$ cat src/rtl/bioee_adc_capture.sv
// Capture stage for the external 12-bit parallel ADC: generates the conversion
// clock, samples data at a fixed delay, averages, and feeds the SDRAM FIFO.
module bioee_adc_capture #(
  parameter int unsigned CLK_DIV       = 100,
  parameter int unsigned CAPTURE_DELAY = 2,
  parameter int unsigned AVG_LOG2      = 0,
  parameter int unsigned DISCARD       = 3
) (
  input  logic        clkin,
  input  logic        resetn,
  input  logic        enable,
  input  logic [11:0] adc_data,
  input  logic        adc_otr,
  input  logic        fifo_full,
  output logic        adc_clk,
  output logic [15:0] dataout,
  output logic        write_en,
  output logic        overflow,
  output logic [31:0] sample_count
);

  localparam int unsigned HALF     = CLK_DIV / 2;
  localparam int unsigned WIN_LAST = (1 << AVG_LOG2) - 1;

  typedef enum logic {IDLE, RUN} state_t;

  state_t      state;
  logic [15:0] cnt;
  logic [15:0] acc;
  logic [4:0]  win;
  logic [3:0]  disc;
  logic        otr_acc;
  logic        start_pend;

  logic [15:0] cnt_next;
  logic [15:0] sum;
  logic        capture;
  logic        win_done;

  always_comb begin
    cnt_next = (cnt == 16'(CLK_DIV - 1)) ? '0 : cnt + 16'd1;
    sum      = acc + {4'b0000, adc_data};
    capture  = (cnt == 16'(CAPTURE_DELAY));
    win_done = (win == 5'(WIN_LAST));
  end

  always_ff @(posedge clkin or negedge resetn) begin
    if (!resetn) begin
      state        <= IDLE;
      cnt          <= '0;
      acc          <= '0;
      win          <= '0;
      disc         <= '0;
      otr_acc      <= 1'b0;
      start_pend   <= 1'b0;
      adc_clk      <= 1'b0;
      dataout      <= '0;
      write_en     <= 1'b0;
      overflow     <= 1'b0;
      sample_count <= '0;
    end else begin
      write_en <= 1'b0;
      unique case (state)
        IDLE: begin
          adc_clk <= 1'b0;
          cnt     <= '0;
          if (enable) begin
            // adc_clk is registered, so the first RUN cycle already drives it high
            state      <= RUN;
            adc_clk    <= 1'b1;
            disc       <= 4'(DISCARD);
            start_pend <= 1'b1;
            acc        <= '0;
            win        <= '0;
            otr_acc    <= 1'b0;
            overflow   <= 1'b0;
          end
        end
        RUN: begin
          if (!enable) begin
            state   <= IDLE;
            adc_clk <= 1'b0;
            cnt     <= '0;
          end else begin
            cnt     <= cnt_next;
            adc_clk <= (cnt_next < 16'(HALF));
            if (capture) begin
              if (disc != 4'd0) begin
                disc <= disc - 4'd1;
              end else if (win_done) begin
                dataout <= {start_pend, 2'b00, otr_acc | adc_otr, sum[AVG_LOG2 +: 12]};
                if (!fifo_full) begin
                  write_en     <= 1'b1;
                  start_pend   <= 1'b0;
                  sample_count <= sample_count + 32'd1;
                end else begin
                  overflow <= 1'b1;
                end
                acc     <= '0;
                win     <= '0;
                otr_acc <= 1'b0;
              end else begin
                acc     <= sum;
                win     <= win + 5'd1;
                otr_acc <= otr_acc | adc_otr;
              end
            end
          end
        end
        default: state <= IDLE;
      endcase
    end
  end

endmodule

$ cat config.mk
export PLATFORM = sky130hd
export DESIGN_NAME = bioee_adc_capture
export DESIGN_NICKNAME = d
export VERILOG_FILES = /design/src/rtl/bioee_adc_capture.sv
export SDC_FILE = /design/constraint.sdc
export NUM_CORES = 1
export LEC_CHECK = 0
export BUFFER_PORTS_ARGS = -buffer_cell sky130_fd_sc_hd__buf_2
export CAP_MARGIN = 20
export CORE_ASPECT_RATIO = 1.1
export CORE_MARGIN = 3
export CORE_UTILIZATION = 57
export CTS_CLUSTER_DIAMETER = 120
export DETAILED_ROUTE_END_ITERATION = 7
export GPL_ROUTABILITY_DRIVEN = 0
export PLACE_DENSITY = 0.8
export SYNTH_ARGS = -nofsm -noshare
export SYNTH_HDL_FRONTEND = slang
export SYNTH_SLANG_ARGS = --single-unit
$ cat constraint.sdc
create_clock -name clkin -period 3.6 [get_ports clkin]
set_input_delay 0.36 -clock clkin [delete_from_list [all_inputs] [get_ports clkin]]
set_output_delay 0.36 -clock clkin [all_outputs]
set_load 0.01 [all_outputs]
### Yosys cells after proc, flatten, opt, wreduce, memory -nomap -nowiden

Cells that the tools add are included.

| storage, ports and cells | value |
|---|---|
| bits in writable memories | 0 |
| bits in latches | 0 |
| bits of input ports | 17 |
| logic and storage cells | 88 |
| memory bits (read-only) | 0 |
| memories kept | 0 |
| flip-flop bits (word level) | 93 |

| operators by class | value |
|---|---|
| bitwise logic cells | 4 |
| $add $sub $neg | 5 |
| eq/ne operators | 10 |
| muxes and demuxes | 48 |
| reduce and logical (&&, ||, !) cells | 8 |
| multiply operators | 0 |
| magnitude comparators | 1 |
| div/mod/pow operators | 0 |
| shifts and indexed selects | 0 |

Operator list:

| kind | number |
|---|---|
| $mux W16 | 7 |
| $pmux W16 S2 | 2 |
| $add A32 B1 Y32 const B | 1 |
| $mux W5 | 5 |
| $mux W1 | 24 |
| $reduce_and A6 Y1 | 3 |
| $add A16 B1 Y16 const B | 1 |
| $add A16 B12 Y16 | 1 |
| $eq A16 B2 Y1 const B | 1 |
| $eq A16 B7 Y1 const B | 1 |
| $lt A16 B6 Y1 const B | 1 |
| $mux W4 | 4 |
| $ne A2 B2 Y1 const B | 5 |
| $pmux W5 S2 | 1 |
| $pmux W1 S2 | 4 |
| $pmux W4 S2 | 1 |
| $reduce_and A4 Y1 | 2 |
| $ne A2 B1 Y1 const B | 3 |
| $add A5 B1 Y5 const B | 1 |
| $logic_not A5 Y1 | 1 |
| $reduce_and A5 Y1 | 1 |
| $reduce_bool A4 Y1 | 1 |
| $sub A4 B1 Y4 const B | 1 |
| $not A1 Y1 | 3 |
| $or A1 B1 Y1 | 1 |

### Longest topological paths before layout

| depth | value |
|---|---|
| depth in word-level cells | 6 |
| gate-level depth with buffers | 10 |

### Worst setup path after synthesis

OpenSTA, ideal clock, no wires.

| path | value |
|---|---|
| path kind | flip-flop to flip-flop |
| start | register disc[0] |
| end | register sample_count[30] |
| library setup time | 0.075 ns |
| period minus slack after synthesis | 2.595 ns |
| data arrival time | 2.520 ns |
| cell stages (with the launch flop) | 11 |
| path buffers | 2 |
| path slack | 1.005 ns |
| cells stage by stage | dfrtp_1 -> inv_1 -> ha_1 -> nor3b_1 -> nand2_1 -> or4_4 -> buf_6 -> or4_4 -> buf_6 -> nor2_4 -> xor2_2 |

| between the ends | value |
|---|---|
| word-level cells in the longest chain between the ends | 3 |

RTL lines:

| item | line | source |
|---|---|---|
| start: declaration | 31 | `logic [3:0] disc;` |
| start signal: assignment | 71 | `disc <= 4'(DISCARD);` |
| start signal: assignment | 89 | `disc <= disc - 4'd1;` |
| $reduce_bool A4 Y1 | 88 | `if (disc != 4'd0) begin` |
| $not A1 Y1 (no line) | - |  |
| $reduce_and A6 Y1 (no line) | - |  |
| end signal: assignment | 95 | `sample_count <= sample_count + 32'd1;` |
| end: declaration | 19 | `output logic [31:0] sample_count` |

Every way passes these cells.
A chain may end at the register's enable or synchronous reset.

### Final worst setup path

| path | value |
|---|---|
| start | register disc[0] |
| end | register sample_count[17] |

The elaborated chain is that of the path after synthesis.

==> impl_metrics.csv <==
group,metric,value,unit
floorplan,die-area,9386,um^2
detailed_routing,drtPass1Iterations,4,
place,port-buffer-count,65,
yosys,ys_ff_latch,89,
detailed_routing,wl_per_cell,15.13,um
timing,setup_viol,0,
floorplan,core,7955,um^2
grt,grt_pass1_wl,16520,um
cells_and_area,drive_gt1_frac,0.1898,
worst_setup_path,crit_path_end,"sample_count[17]$_DFFE_PN0P_",
worst_setup_path,crit_slowest_cell,"or4_4",
grt,grt_pass1_vias,3631,
worst_setup_path,cp.arrival,3.22,ns
clocking,clk_latency,0.37,ns
timing,period_needed,2.965,ns
worst_setup_path,crit_required,3.86,ns
floorplan,io_pins,68,
floorplan,start_util,0.5917,
clocking,ctsResizeCount,0,
yosys,synth_area,4707,um^2
detailed_routing,via_per_inst,5.587,
timing,fin_crit_sh,0.8235,
timing,setup_tns,0,ns
yosys,synth-main-ff-cell,"dfrtp_1",
cells_and_area,final_common_cell,"dfrtp_1",
worst_setup_path,reg2regPathDepth,8,
worst_setup_path,crit_start,"disc[0]$_DFFE_PN0P_",
yosys,yosysWarnings,0,
job,maxCapViolations,0,
detailed_routing,totalWireLength,9926,um
floorplan,die_w,92.65,um
pwr,cellPowerDensity,330.1,nW/um^2
detailed_routing,drtIter0Drc,136,
detailed_routing,drc,0,
grt,antenna_found_initial,1,
worst_setup_path,worst-r2r-setup-slack,0.64,ns
detailed_routing,vias,3665,
worst_setup_path,cp_cell_sequence,"inv_1, ha_1, nor3b_1, nand2_1, or4_4, nor3_1, nand3_1, xnor2_1",
detailed_routing,ant_nets,0,
floorplan,die-height,101.3,um
timing,slew_headroom,0.3937,
floorplan,fp-row-count,34,
timing,maxSlewViolCount,0,
timing,worst_slew_pin_slew,0.9095,ns
timing,hold_violations,0,
cells_and_area,antenna_cells,0,
clocking,h-tree-depth,3,
timing,timing.fmax,337.3,MHz
yosys,synthCells,482,
clocking,clock_sinks,89,
clocking,cts_setup_buffers,0,
yosys,avgSynthCellArea,9.766,um^2
hold_path,min-delay-path-class,"in2async",
place,dp_hpwl,7289,um
pwr,leakage,2.575,nW
cells_and_area,final_area,5269,um^2
worst_setup_path,r2r_start,"disc[0]$_DFFE_PN0P_",
clocking,ctsHoldBuffers,0,
yosys,synth_cell_types,58,
cells_and_area,final_nets,578,
place,placed_area,5090,um^2
clocking,cts_buffers,9,
timing,clock_skew,0.01523,ns
worst_setup_path,rr_endpoint,"sample_count[17]$_DFFE_PN0P_",
worst_setup_path,worstSetupStartpointType,"register",
clocking,clk_pin_slew,0.09,ns
cells_and_area,syn2layout_area_growth,11.94,%
worst_setup_path,worst_path_largest_cell_delay,0.68,ns
worst_setup_path,end_kind,"register",
timing,fin_hold_ws,0.1042,ns
yosys,seq_area_frac_synth,0.4732,
yosys,async_flop_share,1.000,
clocking,cts_tree,"built",
grt,grt_overflow_total,0,
pwr,ir_drop,0.0001866,V
cells_and_area,final_cell_mix,"dfrtp_1, buf_2, nand2_1",
outcome,status,"completed",
pwr,finalPower,1.739,mW
worst_setup_path,crit_type,"reg2reg",
clocking,cts.path.max_buffers,2,
grt,grt_max_degree,74,
yosys,synth_edf_count,0,
clocking,cts_root_buffer,"clkbuf_8",
timing,rsz0062_at_grt,"no",
worst_setup_path,critPathMaxFanout,26,
grt,grt_usage,0.2215,
## per-layer routing
layer  vias to the layer above  routed length (um)  track usage
met3                        19                 461      0.06092
met4                         2                 182      0.08005
li1                       1788                   -            -
met5                         -                  18            0
met2                        84                5023       0.3811
met1                      1772                4240       0.2690
## logic make-up after synthesis
| group | Yosys count | share of synthesized area |
|---|---|---|
| buffers and inverters | 32 | 0.03216 |
| other | 1 | 0.0007967 |
| adders and majority gates | 18 | 0.04944 |
| and+or+nand+nor | 203 | 0.2222 |
| AOI/OAI and AO/OA | 76 | 0.09862 |
| xor gates and xnor gates | 60 | 0.1164 |
| muxes | 3 | 0.007177 |
| DFF | 89 | 0.4732 |
## sequential cells by signal, summed over array words and instances, names as in the netlist, 4 cells and up
| name | count |
|---|---|
| cnt | 16 |
| sample_count | 32 |
| acc | 12 |
| disc | 4 |
| dataout | 14 |
| win | 5 |
## area by class of cell
class,count,area (um^2)
inverters,14,52.55
clock inverters,5,37.54
flip-flops and latches,89,2227
multi-input cells,362,2332
fillers,642,2686
well taps,108,135.1
repair buffers,67,342.8
clock buffers,11,141.4
## through the flow
stage,cells,setup slack (ns),utilization
global placement,640,0.8828,0.6398
floorplan,483,1.005,-
detailed placement,640,0.6745,0.6398
global route,656,0.4149,0.6623
CTS,656,0.6752,0.6623
finish,656,0.6354,0.6623
## worst max-delay path: cells and delay by family (launching register included)
family	cells	cell delay [ns]
flip-flops	1	0.41
adder cells (fa/ha/maj)	1	0.15
buffers and inverters	1	0.07
AND/OR/NAND/NOR	5	2.03
XOR/XNOR	1	0.18
## worst min path at each step
stage                     slack, ns                 endpoint                    from  cells past startpoint
final                          0.10       acc[3]$_DFFE_PN0P_                  resetn                      1
after global routing           0.16       acc[3]$_DFFE_PN0P_                  resetn                      1
after CTS                      0.14       acc[3]$_DFFE_PN0P_                  resetn                      1
after detailed placement       0.46  dataout[15]$_DFFE_PN0P_  start_pend$_DFFE_PN0P_                      2
after global placement         0.45  dataout[15]$_DFFE_PN0P_  start_pend$_DFFE_PN0P_                      2
after floorplan                0.06       acc[0]$_DFFE_PN0P_                  resetn                      0
## power by group
group          leakage [nW]  internal, mW  total, mW  switching, mW
logic                  1.27        0.0292     0.0885         0.0593
registers              1.22          1.01       1.02        0.00786
clock network        0.0863         0.274      0.635          0.362
total                  2.58          1.31       1.74          0.429
## cell usage after synthesis, drive strengths merged, types with 4 or more instances
cell type / n / share of area
nor2: 50 / 0.044
xnor2: 34 / 0.063
a31oi: 5 / 0.0066
nor3: 13 / 0.014
nand4: 10 / 0.013
and3: 11 / 0.015
nand2: 63 / 0.051
nand2b: 5 / 0.0066
o21ai: 31 / 0.033
clkbuf: 11 / 0.0088
a21oi: 13 / 0.014
or4: 5 / 0.0096
inv: 14 / 0.011
xor2: 25 / 0.048
o31ai: 5 / 0.0080
dfrtp: 89 / 0.47
nor4: 4 / 0.013
nand3: 25 / 0.027
ha: 17 / 0.045
buf: 7 / 0.012
Power figures use the tool's default switching activity.
